## src/rtl/reset_seq_pkg.sv

```systemverilog
// reset_seq_pkg: shared types for the CPU-domain reset sequencer.
// States, cause codes and counter sizing helpers.
package reset_seq_pkg;

  typedef enum logic [1:0] {
    WAIT_LOCK,
    SYS_HOLD,
    PERIPH_HOLD,
    RUN
  } state_t;

  localparam logic [1:0] CAUSE_POWER  = 2'b00;
  localparam logic [1:0] CAUSE_LOCK   = 2'b01;
  localparam logic [1:0] CAUSE_BUTTON = 2'b10;

  function automatic int max3(int a, int b, int c);
    int m;
    m = (a > b) ? a : b;
    return (m > c) ? m : c;
  endfunction

  function automatic int cnt_width(int n);
    return (n > 1) ? $clog2(n) : 1;
  endfunction

endpackage

```

## src/rtl/reset_sequencer_if.sv

```systemverilog
// reset_sequencer_if: async board inputs and staged reset outputs.
// master = sequencer, slave = board/consumers.
interface reset_sequencer_if;

  logic       pll_locked;
  logic       btn_reset;
  logic       sys_reset;
  logic       periph_reset;
  logic       ready;
  logic [1:0] reset_cause;
  logic [7:0] lock_loss_count;

  modport master (
    input  pll_locked,
    input  btn_reset,
    output sys_reset,
    output periph_reset,
    output ready,
    output reset_cause,
    output lock_loss_count
  );

  modport slave (
    output pll_locked,
    output btn_reset,
    input  sys_reset,
    input  periph_reset,
    input  ready,
    input  reset_cause,
    input  lock_loss_count
  );

endinterface

```

## src/rtl/sync_debounce.sv

```systemverilog
// sync_debounce: N-flop synchroniser plus optional press qualifier.
// DEBOUNCE_CYCLES=0 yields a level-only synchroniser.
module sync_debounce #(
  parameter int SYNC_STAGES     = 2,
  parameter int DEBOUNCE_CYCLES = 65536
) (
  input  logic clock,
  input  logic resetn,
  input  logic din,
  output logic level,
  output logic press
);

  logic [SYNC_STAGES-1:0] sync_q;

  always_ff @(posedge clock) begin
    if (!resetn) begin
      sync_q <= '0;
    end else begin
      sync_q <= {sync_q[SYNC_STAGES-2:0], din};
    end
  end

  assign level = sync_q[SYNC_STAGES-1];

  generate
    if (DEBOUNCE_CYCLES > 0) begin : g_deb
      localparam int CW = $clog2(DEBOUNCE_CYCLES + 1);
      localparam logic [CW-1:0] LAST = CW'(DEBOUNCE_CYCLES - 1);
      localparam logic [CW-1:0] FULL = CW'(DEBOUNCE_CYCLES);

      logic [CW-1:0] cnt_q;
      logic          press_q;

      // count parks at FULL so a held button fires once
      always_ff @(posedge clock) begin
        if (!resetn) begin
          cnt_q   <= '0;
          press_q <= 1'b0;
        end else begin
          press_q <= level && (cnt_q == LAST);
          if (!level) begin
            cnt_q <= '0;
          end else if (cnt_q != FULL) begin
            cnt_q <= cnt_q + 1'b1;
          end
        end
      end

      assign press = press_q;
    end else begin : g_lvl
      assign press = 1'b0;
    end
  endgenerate

endmodule

```

## src/rtl/reset_sequencer.sv

```systemverilog
// reset_sequencer: PLL-lock / button driven staged reset release.
// Core reset drops first, peripheral reset later, cause recorded.
module reset_sequencer
  import reset_seq_pkg::*;
#(
  parameter int SYNC_STAGES         = 2,
  parameter int LOCK_STABLE_CYCLES  = 1024,
  parameter int SYS_HOLD_CYCLES     = 16,
  parameter int PERIPH_DELAY_CYCLES = 16,
  parameter int DEBOUNCE_CYCLES     = 65536
) (
  input  logic               clock,
  input  logic               resetn,
  reset_sequencer_if.master  bus
);

  localparam int MAXC = max3(LOCK_STABLE_CYCLES,
                             SYS_HOLD_CYCLES,
                             PERIPH_DELAY_CYCLES);
  localparam int CW = cnt_width(MAXC);

  localparam logic [CW-1:0] LOCK_LAST = CW'(LOCK_STABLE_CYCLES - 1);
  localparam logic [CW-1:0] SYS_LAST  = CW'(SYS_HOLD_CYCLES - 1);
  localparam logic [CW-1:0] PER_LAST  = CW'(PERIPH_DELAY_CYCLES - 1);

  logic locked_s;
  logic lock_press_unused;
  logic btn_s_unused;
  logic btn_press;

  sync_debounce #(
    .SYNC_STAGES     (SYNC_STAGES),
    .DEBOUNCE_CYCLES (0)
  ) u_lock (
    .clock  (clock),
    .resetn (resetn),
    .din    (bus.pll_locked),
    .level  (locked_s),
    .press  (lock_press_unused)
  );

  sync_debounce #(
    .SYNC_STAGES     (SYNC_STAGES),
    .DEBOUNCE_CYCLES (DEBOUNCE_CYCLES)
  ) u_btn (
    .clock  (clock),
    .resetn (resetn),
    .din    (bus.btn_reset),
    .level  (btn_s_unused),
    .press  (btn_press)
  );

  state_t        state_q, state_n;
  logic [CW-1:0] cnt_q, cnt_n;
  logic          sys_q, sys_n;
  logic          per_q, per_n;
  logic          rdy_q, rdy_n;
  logic [1:0]    cause_q, cause_n;
  logic [7:0]    llc_q, llc_n;

  always_ff @(posedge clock) begin
    if (!resetn) begin
      state_q <= WAIT_LOCK;
      cnt_q   <= '0;
      sys_q   <= 1'b1;
      per_q   <= 1'b1;
      rdy_q   <= 1'b0;
      cause_q <= CAUSE_POWER;
      llc_q   <= '0;
    end else begin
      state_q <= state_n;
      cnt_q   <= cnt_n;
      sys_q   <= sys_n;
      per_q   <= per_n;
      rdy_q   <= rdy_n;
      cause_q <= cause_n;
      llc_q   <= llc_n;
    end
  end

  always_comb begin
    state_n = state_q;
    cnt_n   = cnt_q;
    sys_n   = sys_q;
    per_n   = per_q;
    rdy_n   = rdy_q;
    cause_n = cause_q;
    llc_n   = llc_q;

    if (state_q == WAIT_LOCK) begin
      sys_n = 1'b1;
      per_n = 1'b1;
      rdy_n = 1'b0;
      if (btn_press) begin
        cnt_n   = '0;
        cause_n = CAUSE_BUTTON;
      end else if (!locked_s) begin
        cnt_n = '0;
      end else if (cnt_q == LOCK_LAST) begin
        state_n = SYS_HOLD;
        cnt_n   = '0;
      end else begin
        cnt_n = cnt_q + 1'b1;
      end
    end else if (!locked_s || btn_press) begin
      // lock loss takes priority over a coincident press
      state_n = WAIT_LOCK;
      cnt_n   = '0;
      sys_n   = 1'b1;
      per_n   = 1'b1;
      rdy_n   = 1'b0;
      if (!locked_s) begin
        cause_n = CAUSE_LOCK;
        if (llc_q != 8'hFF) llc_n = llc_q + 8'd1;
      end else begin
        cause_n = CAUSE_BUTTON;
      end
    end else begin
      unique case (state_q)
        SYS_HOLD: begin
          if (cnt_q == SYS_LAST) begin
            state_n = PERIPH_HOLD;
            cnt_n   = '0;
            sys_n   = 1'b0;
          end else begin
            cnt_n = cnt_q + 1'b1;
          end
        end
        PERIPH_HOLD: begin
          if (cnt_q == PER_LAST) begin
            state_n = RUN;
            cnt_n   = '0;
            per_n   = 1'b0;
            rdy_n   = 1'b1;
          end else begin
            cnt_n = cnt_q + 1'b1;
          end
        end
        default: begin
          cnt_n = cnt_q;
        end
      endcase
    end
  end

  assign bus.sys_reset       = sys_q;
  assign bus.periph_reset    = per_q;
  assign bus.ready           = rdy_q;
  assign bus.reset_cause     = cause_q;
  assign bus.lock_loss_count = llc_q;

endmodule

```

## src/flat_wrapper.sv

```systemverilog
// flat-port wrapper written by rule: the top's interface ports become plain ports
module reset_sequencer_flat import reset_seq_pkg::*;
#(
  parameter int SYNC_STAGES         = 2,
  parameter int LOCK_STABLE_CYCLES  = 1024,
  parameter int SYS_HOLD_CYCLES     = 16,
  parameter int PERIPH_DELAY_CYCLES = 16,
  parameter int DEBOUNCE_CYCLES     = 65536
)
  (clock, resetn, bus_pll_locked, bus_btn_reset, bus_sys_reset, bus_periph_reset, bus_ready, bus_reset_cause, bus_lock_loss_count);
  reset_sequencer_if bus_i ();
  input  logic clock;
  input  logic resetn;
  input wire logic [$bits(bus_i.pll_locked)-1:0] bus_pll_locked;
  input wire logic [$bits(bus_i.btn_reset)-1:0] bus_btn_reset;
  output wire logic [$bits(bus_i.sys_reset)-1:0] bus_sys_reset;
  output wire logic [$bits(bus_i.periph_reset)-1:0] bus_periph_reset;
  output wire logic [$bits(bus_i.ready)-1:0] bus_ready;
  output wire logic [$bits(bus_i.reset_cause)-1:0] bus_reset_cause;
  output wire logic [$bits(bus_i.lock_loss_count)-1:0] bus_lock_loss_count;
  assign bus_i.pll_locked = bus_pll_locked;
  assign bus_i.btn_reset = bus_btn_reset;
  assign bus_sys_reset = bus_i.sys_reset;
  assign bus_periph_reset = bus_i.periph_reset;
  assign bus_ready = bus_i.ready;
  assign bus_reset_cause = bus_i.reset_cause;
  assign bus_lock_loss_count = bus_i.lock_loss_count;
  reset_sequencer #(.SYNC_STAGES(SYNC_STAGES), .LOCK_STABLE_CYCLES(LOCK_STABLE_CYCLES), .SYS_HOLD_CYCLES(SYS_HOLD_CYCLES), .PERIPH_DELAY_CYCLES(PERIPH_DELAY_CYCLES), .DEBOUNCE_CYCLES(DEBOUNCE_CYCLES)) u_core (.clock(clock), .resetn(resetn), .bus(bus_i));
endmodule
```

## config.mk

```make
export PLATFORM = sky130hd
export DESIGN_NAME = reset_sequencer_flat
export DESIGN_NICKNAME = d
export VERILOG_FILES = /design/src/rtl/reset_seq_pkg.sv /design/src/rtl/reset_sequencer_if.sv /design/src/rtl/sync_debounce.sv /design/src/rtl/reset_sequencer.sv /design/src/flat_wrapper.sv
export SDC_FILE = /design/constraint.sdc
export NUM_CORES = 1
export LEC_CHECK = 0
export CAP_MARGIN = 20
export CORE_MARGIN = 2
export CORE_UTILIZATION = 50
export CTS_CLUSTER_DIAMETER = 40
export CTS_CLUSTER_SIZE = 30
export DETAILED_ROUTE_END_ITERATION = 10
export DONT_BUFFER_PORTS = 1
export GPL_ROUTABILITY_DRIVEN = 0
export PLACE_DENSITY = 0.66
export SLEW_MARGIN = 30
export SYNTH_ARGS = -nofsm -noshare
export SYNTH_HDL_FRONTEND = slang
export SYNTH_SLANG_ARGS = --single-unit
```

## constraint.sdc

```tcl
create_clock -name clock -period 2.2 [get_ports clock]
set_input_delay 0.55 -clock clock [delete_from_list [all_inputs] [get_ports clock]]
set_output_delay 0.55 -clock clock [all_outputs]
set_load 0.1 [all_outputs]
```

==> impl_results.md <==
- CTS buffer count: 5
- Vias in the first global route: 1590
- All-Layer GR Usage: 0.174
- Worst Path Required: 2.39 ns
- Clock Pin Slew Worst Setup and Hold Paths: 0.08 ns
- CTS sink count: 47
- Largest net degree at the start of global routing: 22
- Setup crit end kind: register
- Max-Cap Viols: 0
- Worst setup SP type: register
- WL final: 3900 um
- Count leader, synth: dfxtp_1
- Worst hold path class: in -> reg
- Psw: 347 uW
- Post-CTS Resized: 0
- Comb power frac: 0.063
- Mean area per synthesized cell: 8.78 sq um
- Core Region: 0.00429 sq mm
- Setup_tns: 0 ns
- Top_reg_cell synth: dfxtp_1
- Synth area leaders: dfxtp_1, nor2_1, ha_1
- Clock power share: 0.345
- Crit share post-route: 0.877
- Initial core utilization: 0.509
- Post-CTS setup buffers: 0
- First-pass GRT wire length: 6960 um
- Die W: 70.1 um
- Initial antenna violation count: 0
- Post-synthesis cell type count: 43
- Die ar.: 0.00492 sq mm
- CP arrival: 2.12 ns
- Area grow syn2layout: 12.1%
- EDFF count, synth: 0
- Setup violators final: 0
- Synth area leader: dfxtp_1
- Fmax: 0.518 GHz
- Final Max Slew Viols: 0
- Net count after synthesis: 261
- Post-layout min period: 1.93 ns
- Routed vias: 1707
- Detailed placement HPWL: 2850 um
- Avg WL per Cell: 12.1 um
- Worst slew pin tran: 0.583 ns
- Fraction of registers with async set/reset: 0
- Synth Cell Area: 0.00219 sq mm
- Register area: 943 sq um
- Leakage power: 0.866 nW
- Chip Height: 70.1 um
- CTS Root Cell: clkbuf_8
- Yosys top cell area share: 0.430
- Status: complete, no violations
- CTS tree: done
- Worst vdd ir: 494 uV
- CTS Buffer Depth: 2
- Placed cell count: 313
- Worst Reg-to-Reg Cells: 6
- Final non-filler cell total: 321
- Post-route DRC: 0
- Worst-path fanout max: 6
- Number of nets in the layout: 280
- Crit path kind: reg -> reg
- Overall overflow remaining after global route: 0
- Slew margin rel.: 0.611
- Ports: 17
- Seq cells post-synth: 47
- Placement row count: 24
- Final Hold Viols: 0
- First drt pass iteration count: 4
- Commonest cells in the netlist: dfxtp_1, nor2_1, nand2_1, nand3_1, inv_1
- Seq pwr share: 0.592
- Worst skew pair latency: 0.30 ns
- Routed Antenna Nets: 0
- Share of cells above drive strength 1: 0.130
- Synthesis warning total: 0
- Initial DRC Count: 102
- Post-layout util: 0.571
- IO Port Bufs: 0
- Post-synthesis cell count: 249
- Post-synthesis sequential area ratio: 0.430
- Sw frac: 0.238
- # H-tree levels: 2
- RSZ-0062 raised after global routing: false
- Multi-input logic area: 0.00117 sq mm
- CTS Hold Bufs: 0
- Number of vias per cell: 5.32
- Fill cell total of the finished layout: 390
- Worst Hold Depth: 1
- Worst Skew: 0.00407 ns
- Pwr/cell area: 596 mW/mm^2
- N_diodes: 0
- Int Pwr: 1.11 mW
==> metal layers <==
metal | global-route usage | vias to the layer above | share of wire
met5 | 0 | - | 0
met4 | 0.0577 | 0 | 0.014
met3 | 0.0534 | 5 | 0.041
met2 | 0.267 | 26 | 0.44
met1 | 0.234 | 758 | 0.51
li1 | - | 918 | -
==> power groups by stage <==
stage          clock network, mW  registers, mW  logic (mW)
4_1_cts                    0.523          0.865      0.0923
5_1_grt                    0.548          0.866       0.100
3_5_place_dp                   0          0.885      0.0923
3_3_place_gp                   0          0.885      0.0913
6_report                   0.504          0.865      0.0913
2_1_floorplan                  0          0.909      0.0506
==> area by class of cell <==
cell class              instances  share of cell area
well taps                      52              0.0265
multi-input cells             183               0.479
clock inverters                 2             0.00510
inverters                      13              0.0199
flip-flops and latches         47               0.385
repair buffers                 18              0.0551
clock buffers                   6              0.0296
==> cell usage in the layout, fill, tap and decap left out, types with 5 or more instances in the layout <==
| master | count |
|---|---|
| dfxtp_1 | 45 |
| ha_1 | 8 |
| o21ai_0 | 6 |
| buf_4 | 18 |
| and3_1 | 6 |
| nor2_1 | 33 |
| xor2_1 | 10 |
| a21oi_1 | 9 |
| xnor2_1 | 10 |
| nand4_1 | 10 |
| nand2_1 | 18 |
| nand3_1 | 16 |
| and2_1 | 6 |
| inv_1 | 13 |
| nor4_1 | 7 |
| clkbuf_8 | 5 |
| a22o_1 | 6 |
==> path summary, 6_finish.rpt <==
path,start,endpoint,slack (ns)
worst max-delay path,u_core.cnt_q[0]$_SDFFE_PN0P_,u_core.cnt_q[5]$_SDFFE_PN0P_,0.27
worst min-delay path,bus_pll_locked,u_core.u_lock.sync_q[0]$_SDFF_PN0_,0.37
worst max register to register,u_core.cnt_q[0]$_SDFFE_PN0P_,u_core.cnt_q[5]$_SDFFE_PN0P_,0.27
worst min register to register,u_core.u_btn.sync_q[0]$_SDFF_PN0_,u_core.u_btn.sync_q[1]$_SDFF_PN0_,0.44
==> through the flow <==
step | total power [mW] | setup slack (ns) | hold slack, ns | instance area, sq um
global route | 1.51 | 0.107 | 0.357 | 2450
CTS | 1.48 | 0.268 | 0.361 | 2450
detailed placement | 0.978 | 0.296 | 0.423 | 2370
finish | 1.46 | 0.270 | 0.373 | 2450
floorplan | 0.959 | 0.201 | 0.412 | 2190
global placement | 0.976 | 0.342 | 0.413 | 2370
==> flip-flops by register name, summed over array words and instances, names as in the netlist <==
| register | count |
|---|---|
| u_core.u_btn.press | 1 |
| u_core.bus.periph_reset | 1 |
| u_core.u_lock.sync_q | 2 |
| u_core.bus.ready | 1 |
| u_core.u_btn.sync_q | 2 |
| u_core.u_btn.g_deb.cnt_q | 17 |
| u_core.cnt_q | 10 |
| u_core.bus.lock_loss_count | 8 |
| u_core.bus.sys_reset | 1 |
| u_core.state_q | 2 |
| u_core.bus.reset_cause | 2 |
==> worst max-delay path, cell delays in order (launching register included) <==
cell	delay, ns
dfxtp_1	0.42
ha_1	0.23
nand3_1	0.17
nor4_1	0.44
nor4_2	0.13
a22o_1	0.22
a22o_1	0.21
==> kinds of logic after synthesis <==
| kind of cell | after synthesis | synth area share |
|---|---|---|
| simple gates | 118 | 0.291 |
| flops | 47 | 0.430 |
| compound gates | 34 | 0.106 |
| xor+xnor | 20 | 0.0801 |
| buf+inv | 19 | 0.0326 |
| fa+ha+maj | 8 | 0.0458 |
| mux | 3 | 0.0143 |
Note: power is estimated with default switching activity, not from simulation.
